<file path="config.mk">
export PLATFORM = sky130hd
export DESIGN_NAME = sinc3_decim_stream
export DESIGN_NICKNAME = d
export VERILOG_FILES = /design/src/rtl/sinc3_decim_stream.sv
export SDC_FILE = /design/constraint.sdc
export NUM_CORES = 1
export LEC_CHECK = 0
export BUFFER_PORTS_ARGS = -buffer_cell sky130_fd_sc_hd__buf_4
export CORE_MARGIN = 10
export CORE_UTILIZATION = 55
export DETAILED_ROUTE_END_ITERATION = 6
export GPL_ROUTABILITY_DRIVEN = 0
export MAX_ROUTING_LAYER = met4
export PLACE_DENSITY = 0.76
export SETUP_SLACK_MARGIN = 0.5
export SLEW_MARGIN = 10
export SYNTH_ARGS = -nofsm -noshare
export SYNTH_HDL_FRONTEND = slang
export SYNTH_SLANG_ARGS = --single-unit
export TNS_END_PERCENT = 5
</file>
<file path="constraint.sdc">
create_clock -name clk_adc -period 10.5 [get_ports clk_adc]
set_clock_uncertainty 0.15 [all_clocks]
set_input_delay 1.05 -clock clk_adc [delete_from_list [all_inputs] [get_ports clk_adc]]
set_output_delay 1.05 -clock clk_adc [all_outputs]
set_load 0.05 [all_outputs]
</file>
<file path="src/rtl/sinc3_decim_stream.sv">
// Third-order CIC (sinc3) decimator for a 1-bit sigma-delta stream: runtime ratio 2^dec_log2,
// offset-corrected saturated output, settling discard and a single-entry valid/ready holding register.
module sinc3_decim_stream #(
    parameter int unsigned L_MIN   = 6,
    parameter int unsigned L_MAX   = 12,
    parameter int unsigned ACC_W   = 37,
    parameter int unsigned OUT_W   = 16,
    parameter int          OFFSET  = 4500,
    parameter int unsigned DISCARD = 3
) (
    input  logic                    clk_adc,
    input  logic                    rstn_adc,
    input  logic                    data_adc,
    input  logic                    en,
    input  logic [3:0]              dec_log2,
    output logic signed [OUT_W-1:0] out_data,
    output logic                    out_valid,
    input  logic                    out_ready,
    output logic                    overrun,
    input  logic                    ovr_clr
);
    localparam int unsigned DC_W = ($clog2(DISCARD + 1) < 1) ? 1 : $clog2(DISCARD + 1);
    localparam int unsigned SC_W = ACC_W + 2;
    localparam logic signed [SC_W-1:0] SAT_HI = SC_W'(2 ** (OUT_W - 1) - 1);
    localparam logic signed [SC_W-1:0] SAT_LO = ~SAT_HI;

    logic [ACC_W-1:0]        acc1_q, acc1_d, acc2_q, acc2_d, acc3_q, acc3_d;
    logic [ACC_W-1:0]        d1_q, d1_d, d2_q, d2_d, d3_q, d3_d;
    logic [ACC_W-1:0]        yraw_q, yraw_d;
    logic                    yvld_q, yvld_d, svld_q, svld_d;
    logic signed [OUT_W-1:0] sdata_q, sdata_d, odata_q, odata_d;
    logic                    ovld_q, ovld_d, ovr_q, ovr_d;
    logic [L_MAX-1:0]        cnt_q, cnt_d;
    logic [DC_W-1:0]         disc_q, disc_d;
    logic [3:0]              l_q;
    logic                    seen_q;

    logic [3:0]              l_c;
    logic [5:0]              sh3_c;
    logic [L_MAX-1:0]        cnt_max_c;
    logic                    chg_c, tick_c, new_c;
    logic [ACC_W-1:0]        c1_c, c2_c, c3_c, mask_c, u_c;
    logic signed [SC_W-1:0]  s_c, t_c, v_c;
    logic signed [OUT_W-1:0] sat_c;

    // Ratio clamp, frame tick, comb differences and output scaling
    always_comb begin
        l_c = dec_log2;
        if (dec_log2 < 4'(L_MIN)) begin
            l_c = 4'(L_MIN);
        end else if (dec_log2 > 4'(L_MAX)) begin
            l_c = 4'(L_MAX);
        end
        sh3_c     = 6'(l_c) * 6'd3;
        cnt_max_c = {L_MAX{1'b1}} >> (4'(L_MAX) - l_c);
        chg_c     = seen_q & (l_c != l_q);
        tick_c    = en & (cnt_q == cnt_max_c) & ~chg_c;
        c1_c      = acc3_q - d1_q;
        c2_c      = c1_c - d2_q;
        c3_c      = c2_c - d3_q;
        mask_c    = ~({ACC_W{1'b1}} << (sh3_c + 6'd1));
        u_c       = yraw_q & mask_c;
        s_c       = {2'b00, u_c} - (SC_W'(1) << (sh3_c - 6'd1));
        t_c       = s_c >>> (sh3_c - 6'(OUT_W));
        v_c       = t_c - SC_W'(OFFSET);
        sat_c     = v_c[OUT_W-1:0];
        if (v_c > SAT_HI) begin
            sat_c = SAT_HI[OUT_W-1:0];
        end else if (v_c < SAT_LO) begin
            sat_c = SAT_LO[OUT_W-1:0];
        end
    end

    // Next state: integrators, counter, pipeline, discard and holding register
    always_comb begin
        acc1_d  = acc1_q;
        acc2_d  = acc2_q;
        acc3_d  = acc3_q;
        d1_d    = d1_q;
        d2_d    = d2_q;
        d3_d    = d3_q;
        yraw_d  = yraw_q;
        yvld_d  = yvld_q;
        svld_d  = svld_q;
        sdata_d = sdata_q;
        cnt_d   = cnt_q;
        disc_d  = disc_q;
        odata_d = odata_q;
        ovld_d  = ovld_q;
        ovr_d   = ovr_q & ~ovr_clr;
        new_c   = 1'b0;

        if (en) begin
            acc1_d = acc1_q + ACC_W'(data_adc);
            acc2_d = acc2_q + acc1_q;
            acc3_d = acc3_q + acc2_q;
        end

        if (chg_c) begin
            cnt_d  = '0;
            d1_d   = '0;
            d2_d   = '0;
            d3_d   = '0;
            yraw_d = '0;
            yvld_d = 1'b0;
            svld_d = 1'b0;
            disc_d = DC_W'(DISCARD);
        end else if (en) begin
            cnt_d  = tick_c ? '0 : cnt_q + L_MAX'(1);
            if (tick_c) begin
                d1_d   = acc3_q;
                d2_d   = c1_c;
                d3_d   = c2_c;
                yraw_d = c3_c;
            end
            yvld_d = tick_c;
            svld_d = yvld_q;
            if (yvld_q) begin
                sdata_d = sat_c;
            end
            if (svld_q) begin
                if (disc_q != '0) begin
                    disc_d = disc_q - DC_W'(1);
                end else begin
                    new_c = 1'b1;
                end
            end
        end

        if (ovld_q & out_ready) begin
            ovld_d = 1'b0;
        end
        // A sample finding the register still occupied and not being taken is dropped
        if (new_c) begin
            if (ovld_q & ~out_ready) begin
                ovr_d = 1'b1;
            end else begin
                ovld_d  = 1'b1;
                odata_d = sdata_q;
            end
        end
    end

    always_ff @(posedge clk_adc or negedge rstn_adc) begin
        if (!rstn_adc) begin
            acc1_q  <= '0;
            acc2_q  <= '0;
            acc3_q  <= '0;
            d1_q    <= '0;
            d2_q    <= '0;
            d3_q    <= '0;
            yraw_q  <= '0;
            yvld_q  <= 1'b0;
            svld_q  <= 1'b0;
            sdata_q <= '0;
            cnt_q   <= '0;
            disc_q  <= DC_W'(DISCARD);
            odata_q <= '0;
            ovld_q  <= 1'b0;
            ovr_q   <= 1'b0;
            l_q     <= 4'(L_MIN);
            seen_q  <= 1'b0;
        end else begin
            acc1_q  <= acc1_d;
            acc2_q  <= acc2_d;
            acc3_q  <= acc3_d;
            d1_q    <= d1_d;
            d2_q    <= d2_d;
            d3_q    <= d3_d;
            yraw_q  <= yraw_d;
            yvld_q  <= yvld_d;
            svld_q  <= svld_d;
            sdata_q <= sdata_d;
            cnt_q   <= cnt_d;
            disc_q  <= disc_d;
            odata_q <= odata_d;
            ovld_q  <= ovld_d;
            ovr_q   <= ovr_d;
            l_q     <= l_c;
            seen_q  <= 1'b1;
        end
    end

    assign out_data  = odata_q;
    assign out_valid = ovld_q;
    assign overrun   = ovr_q;

endmodule

</file>
* After elaboration in Yosys (flattened, before gate mapping)
Cells that the tools add are included.
** Storage, ports and cells
- Register bits :: 314
- Output and inout bits :: 18
- Logic and storage cells :: 99
- Bits of input ports :: 10
** Operators by class
- $add $sub $neg :: 14
- Bitwise gates (word level) :: 12
- Muxes and demuxes :: 36
- Reductions and logical operators :: 9
- Shift-type cells :: 4
- Equality and inequality tests :: 2
- Order comparisons :: 4
- Multipliers :: 1
** Operator list (count)
- $mux W37 :: 12
- $sub A37 B37 Y37 :: 3
- $add A37 B37 Y37 :: 2
- $gt A39 B16 Y1 const B :: 1
- $lt A39 B16 Y1 const B :: 1
- $shl A1 B6 Y39 const A :: 1
- $sshr A39 B6 Y39 :: 1
- $sub A37 B39 Y39 :: 1
- $sub A39 B14 Y39 const B :: 1
- $add A37 B1 Y37 :: 1
- $and A37 B37 Y37 :: 1
- $not A37 Y37 :: 1
- $shl A37 B6 Y37 const A :: 1
- $mux W12 :: 3
- $mux W16 :: 2
- $mux W1 :: 13
- $add A12 B1 Y12 const B :: 1
- $eq A12 B12 Y1 :: 1
- $shr A12 B4 Y12 const A :: 1
- $reduce_bool A2 Y1 :: 5
- $mux W2 :: 4
- $mux W4 :: 2
- $add A6 B1 Y6 const B :: 1
- $and A1 B1 Y1 :: 6
- other kinds (11) :: 16

* Logic depth before layout (Yosys ltp)
- Depth in word-level cells :: 14
- Depth in mapped cells :: 51
- Gate-level depth less buffers :: 37

* Least setup slack after synthesis
No wires, ideal clock.
- Path type :: input port to flip-flop
- Start point :: input port dec_log2[2]
- End point :: register sdata_q[10]
- Path slack :: -2.092 ns
- Library setup time :: 0.145 ns
- Cell stages on the path :: 48
- Arrival :: 12.298 ns
- Cells stage by stage :: clkbuf_1 -> and4b_1 -> nor2_1 -> inv_1 -> buf_2 -> buf_1 -> clkbuf_1 -> buf_1 -> ha_1 -> fa_1 -> clkbuf_1 -> and3b_1 -> nor2_1 -> clkbuf_1 -> buf_1 -> clkbuf_1 -> clkbuf_1 -> clkbuf_1 -> [12 not listed] -> o31ai_2 -> xnor2_1 -> a222oi_1 -> and2_1 -> o32ai_1 -> o21bai_2 -> ha_1 -> and4b_1 -> o311ai_1 -> a31oi_1 -> or4_4 -> or4_1 -> xnor2_1 -> a2111oi_0 -> nand3_1 -> o31ai_4 -> buf_6 -> o22ai_1
** Between the ends
- Cells in the longest elaborated chain, start to end :: 14
** RTL lines
- from (decl) :: RTL line 15 : input logic [3:0] dec_log2,
- $gt A4 B4 Y1 :: RTL line 51 : end else if (dec_log2 > 4'(L_MAX)) begin
- $mux W4 :: RTL line 51
- $mux W4 (*) :: RTL line 49 : if (dec_log2 < 4'(L_MIN)) begin
- via l_c[0] :: RTL line 38 : logic [3:0] l_c;
- $mul A4 B2 Y6 :: RTL line 54 : sh3_c = 6'(l_c) * 6'd3;
- $add A6 B1 Y6 :: RTL line 61 : mask_c = ~({ACC_W{1'b1}} << (sh3_c + 6'd1));
- $shl A37 B6 Y37 :: RTL line 61
- $not A37 Y37 :: RTL line 61
- $and A37 B37 Y37 :: RTL line 62 : u_c = yraw_q & mask_c;
- $sub A37 B39 Y39 :: RTL line 63 : s_c = {2'b00, u_c} - (SC_W'(1) << (sh3_c - 6'd1));
- $sshr A39 B6 Y39 :: RTL line 64 : t_c = s_c >>> (sh3_c - 6'(OUT_W));
- $sub A39 B14 Y39 :: RTL line 65 : v_c = t_c - SC_W'(OFFSET);
- $lt A39 B16 Y1 :: RTL line 69 : end else if (v_c < SAT_LO) begin
- $mux W16 :: RTL line 69
- $mux W16 :: RTL line 67 : if (v_c > SAT_HI) begin
- to (signal assigned) :: RTL line 173 : sdata_q <= sdata_d;
- to (decl) :: RTL line 31 : logic signed [OUT_W-1:0] sdata_q, sdata_d, odata_q, odata_d;
Mark *: on every way through the listed nets, which the timed path passes. The rest lies on a longest branch.
A chain may end at the register's enable or synchronous reset.

* Worst setup path after layout
- Start point :: input port dec_log2[3]
- End point :: register sdata_q[14]
** Between the ends
- Cells in the longest elaborated chain, start to end :: 14
** RTL lines (RTL line)
- $gt A4 B4 Y1 :: 51
- $mux W4 :: 51
- $mux W4 (*) :: 49
- $mul A4 B2 Y6 :: 54
- $add A6 B1 Y6 :: 61
- $shl A37 B6 Y37 :: 61
- $not A37 Y37 :: 61
- $and A37 B37 Y37 :: 62
- $sub A37 B39 Y39 :: 63
- $sshr A39 B6 Y39 :: 64
- $sub A39 B14 Y39 :: 65
- $lt A39 B16 Y1 :: 69
- $mux W16 :: 69
- $mux W16 :: 67
Every way passes the cells marked *; elsewhere a longest branch is shown, timed or not.

==> metrics list <==
- Core footprint: 54,200 um2
* Clock tree from TritonCTS: done
* Top library cells by usage in the layout, fill and taps aside: 546 x sky130_fd_sc_hd__nand2_1, 336 x sky130_fd_sc_hd__a21oi_1, 310 x sky130_fd_sc_hd__dfrtp_1, 299 x sky130_fd_sc_hd__nor2_1, 229 x sky130_fd_sc_hd__ha_1
* Unrepaired setup endpoints after global routing: no
- Via total after detailed routing: 29,300
- Iteration count of the initial detailed-routing pass: 7
- Mean number of vias per cell: 6.36
- After detailed routing, the met3 layer carries 7100 um of wire.
- Hold slack: 0.340 ns
* Pin count of the biggest net entering global routing: 154
- For this run, the slowest stage of the critical path takes 0.58 ns.
- Die Span Y: 255 um
* Wirelength, routed: 86,900 um
- In this run the power density over the cells is 351 nW/um2.
- Number of top-level design ports: 28
- The longest clock path from root to sink contains 3 buffers.
- Total congestion overflow after global routing: 0
- Final setup violation count: 0
- Initial Util: 55.9%
* Outcome: complete, but fails checks
- Wire length of the first global-routing pass: 141,000 um
- Synthesis-to-finish area growth: 10.1%
- IR analysis of the VDD net gives a maximum drop of 0.000208 V.
- The via count of the first global-routing pass was 27,600.
- Critical Path Source Type: primary input
- The cell sitting at the root of the clock tree is a sky130_fd_sc_hd__clkbuf_16.
- Clk slew on worst S/H paths: 0.06 ns
- The detail route stage leaves a number of antenna-violating nets equal to 0.
* Number of synthesized flops with an enable pin: 0
- The most used flip-flop cell after synthesis is sky130_fd_sc_hd__dfrtp_1.
- Cells with a size suffix above 1 make up 12.0% of the layout.
* Mapped Avg Cell Area: 7.86 um2
- Leakage power: 14.4 nW
* Most common library cell in the layout ignoring fill and taps: sky130_fd_sc_hd__nand2_1
- For this design, the sink count on the clock tree is 314.
- WP data arrival: 10.00 ns
- The highest layer touched by signal routing is met4.
- After technology mapping, the gate count stands at 3,856.
* Count of endpoints failing hold in the final timing report: 0
- The number of nets in the synthesized netlist is 4,107.
* Slew at the pin closest to its max-slew limit: 1.14 ns
- Cell at the slowest stage of the critical path: sky130_fd_sc_hd__or4_1
- Type of the setup path with the least slack: primary input to register
- Standard-cell rows: 85
- By instance count, the cell type seen most on the critical path is sky130_fd_sc_hd__buf_4.
- Distinct cells, synth: 117
- Once layout is complete, the utilization of the core stands at 61.5%.
- After layout, the minimum clock period comes to 9.73 ns.
- The count of pins over their slew limit was 0.
* Total Power: 11.7 mW
- Number of warning messages in the yosys log: 0
* Fmax: 103 MHz
* Post-detailed-placement half-perimeter wirelength: 64,500 um
- Violations in the final reports: DRC
* M1 WL: 35,600 um
- Violation count after the first detailed-routing iteration: 2,761
- For this run, the total global-route usage over all layers was measured as 26.9%.
- Across the run, the number of max-cap violations was 0.
- Share of the clock period used by the worst path after layout: 92.7%
- The number of hold buffers added after CTS was 0.
- Port buffering added 27 buffers.
- For this run, the post-layout net count is 4,145.
* Wire length per cell: 18.8 um
* Initial antenna violation count: 1
- Critical path capture point type: register
* Relative slew slack: 24.0%
- The tightest min-delay check is of the register to register type.
* Overall die width: 255 um
- The worst register-to-register path has a setup slack of 1.67 ns.
- DR WL met2: 39,800 um
- The H-tree was split into 2 levels.
- Netlist area before placement: 30,300 um2
* Share of synthesized flip-flops with an asynchronous set or reset: 100%
* Required time of the critical path: 10.78 ns
- Counting the fill cells in the layout gives 4,775.
- The die covers 64,900 um2.
- Clock latency on the worst-skew pair: 0.55 ns
* Post-synthesis register bit count: 314
- Largest fanout of any net on the critical path: 21
* Cts bufs inserted: 37
- For this run, design rule violations remaining after detail routing come to 29.
- Sequential elements use 25.9% of the synthesized area.
## layout make-up
class / instances / area (um2) / area share (%)
tap: 696 / 871 / 2.61
inverter: 182 / 683 / 2.05
multi-input combinational: 3185 / 21400 / 64.1
clock buffer: 53 / 1080 / 3.23
timing repair buffer: 174 / 1340 / 4.01
clock inverter: 12 / 134 / 0.401
sequential: 314 / 7860 / 23.6
antenna: 1 / 2.50 / 0.00750
## final timing paths
check / from / endpoint / depth (start not counted)
max: dec_log2[3] / sdata_q[14] / 36
min: acc1_q[30] / acc1_q[30] / 1
max reg2reg: acc3_q[1] / yraw_q[36] / 35
min reg2reg: acc1_q[30] / acc1_q[30] / 1
max in group asynchronous: rstn_adc / d3_q[21] / 2
min in group asynchronous: rstn_adc / acc1_q[2] / 1
## power breakdown
| part | switching, mW | leakage [nW] | total, mW | internal, mW |
|---|---|---|---|---|
| Combinational | 5.18 | 9.65 | 9.03 | 3.85 |
| Clock | 0.511 | 0.577 | 1.28 | 0.767 |
| Sequential | 0.0996 | 4.22 | 1.40 | 1.30 |
## sequential cells by signal, summed over array words and instances, names as in the netlist, 2 cells and up
| signal | flops |
|---|---|
| d2_q | 37 |
| sdata_q | 16 |
| acc2_q | 37 |
| disc_q | 2 |
| d1_q | 37 |
| l_q | 4 |
| cnt_q | 12 |
| d3_q | 37 |
| acc3_q | 37 |
| acc1_q | 37 |
| out_data | 16 |
| yraw_q | 37 |
## per-layer routing
metal  global-route usage, %  up-vias
met5                       -        -
met2                    43.2     1272
met4                    12.2        0
li1                        -    14100
met3                    5.61      350
met1                    32.2    13600
## through the flow
stage	setup slack, ns	cell area, um2	cells	TNS [ns]
after detailed placement	0.0787	32000	4547	0
after global placement	0.286	32000	4547	0
after floorplan	-0.208	30600	3856	-2.49
after CTS	0.614	33200	4612	0
after global routing	0.482	33400	4617	0
final	0.770	33400	4617	0
## cells in the mapped netlist (22+ instances only)
cell,number,area share (%)
sky130_fd_sc_hd__o31ai_1,32,0.79
sky130_fd_sc_hd__o21ai_0,162,2.7
sky130_fd_sc_hd__a21oi_1,341,5.6
sky130_fd_sc_hd__or3_1,42,0.87
sky130_fd_sc_hd__a211oi_1,59,1.5
sky130_fd_sc_hd__clkbuf_1,127,1.6
sky130_fd_sc_hd__buf_2,24,0.40
sky130_fd_sc_hd__and2_1,33,0.68
sky130_fd_sc_hd__nor2b_1,42,0.87
sky130_fd_sc_hd__o22ai_1,29,0.60
sky130_fd_sc_hd__nor4_1,22,0.45
sky130_fd_sc_hd__nand3_1,125,2.1
sky130_fd_sc_hd__o211ai_1,38,0.94
sky130_fd_sc_hd__ha_1,234,9.7
sky130_fd_sc_hd__or2_2,27,0.56
sky130_fd_sc_hd__inv_1,180,2.2
sky130_fd_sc_hd__nand2_1,547,6.8
sky130_fd_sc_hd__xnor2_1,167,4.8
sky130_fd_sc_hd__a21o_1,70,1.7
sky130_fd_sc_hd__and3_1,57,1.2
sky130_fd_sc_hd__a21boi_0,23,0.57
sky130_fd_sc_hd__nand2b_1,33,0.68
sky130_fd_sc_hd__o21a_1,51,1.3
sky130_fd_sc_hd__nor2_1,306,3.8
sky130_fd_sc_hd__nand4_1,40,0.83
sky130_fd_sc_hd__mux2_2,84,3.1
sky130_fd_sc_hd__dfrtp_1,310,26
sky130_fd_sc_hd__a31oi_1,44,0.91
sky130_fd_sc_hd__nor3_1,102,1.7
sky130_fd_sc_hd__xor2_1,66,1.9
## kinds of logic after synthesis
group | synth area share, %
compound gates | 25.8
xor+xnor | 6.81
fa+ha+maj | 10.1
buf+inv | 4.58
flops | 25.9
mux | 4.32
other cells | 0.0124
simple gates | 22.4
## worst max-delay path: cells and delay by family
family | cells | cell delay [ns]
AO/OA/AOI/OAI | 13 | 3.43
XOR/XNOR | 1 | 0.18
adder cells (fa/ha/maj) | 3 | 0.98
buffers and inverters | 6 | 1.02
AND/OR/NAND/NOR | 13 | 3.34
## timing repair
item / 4_1_cts / 5_1_grt
buffers inserted: 0 / 4
resized for setup: 0 / 49
setup endpoints to repair: 0 / 15
Power figures use the tool's default switching activity.
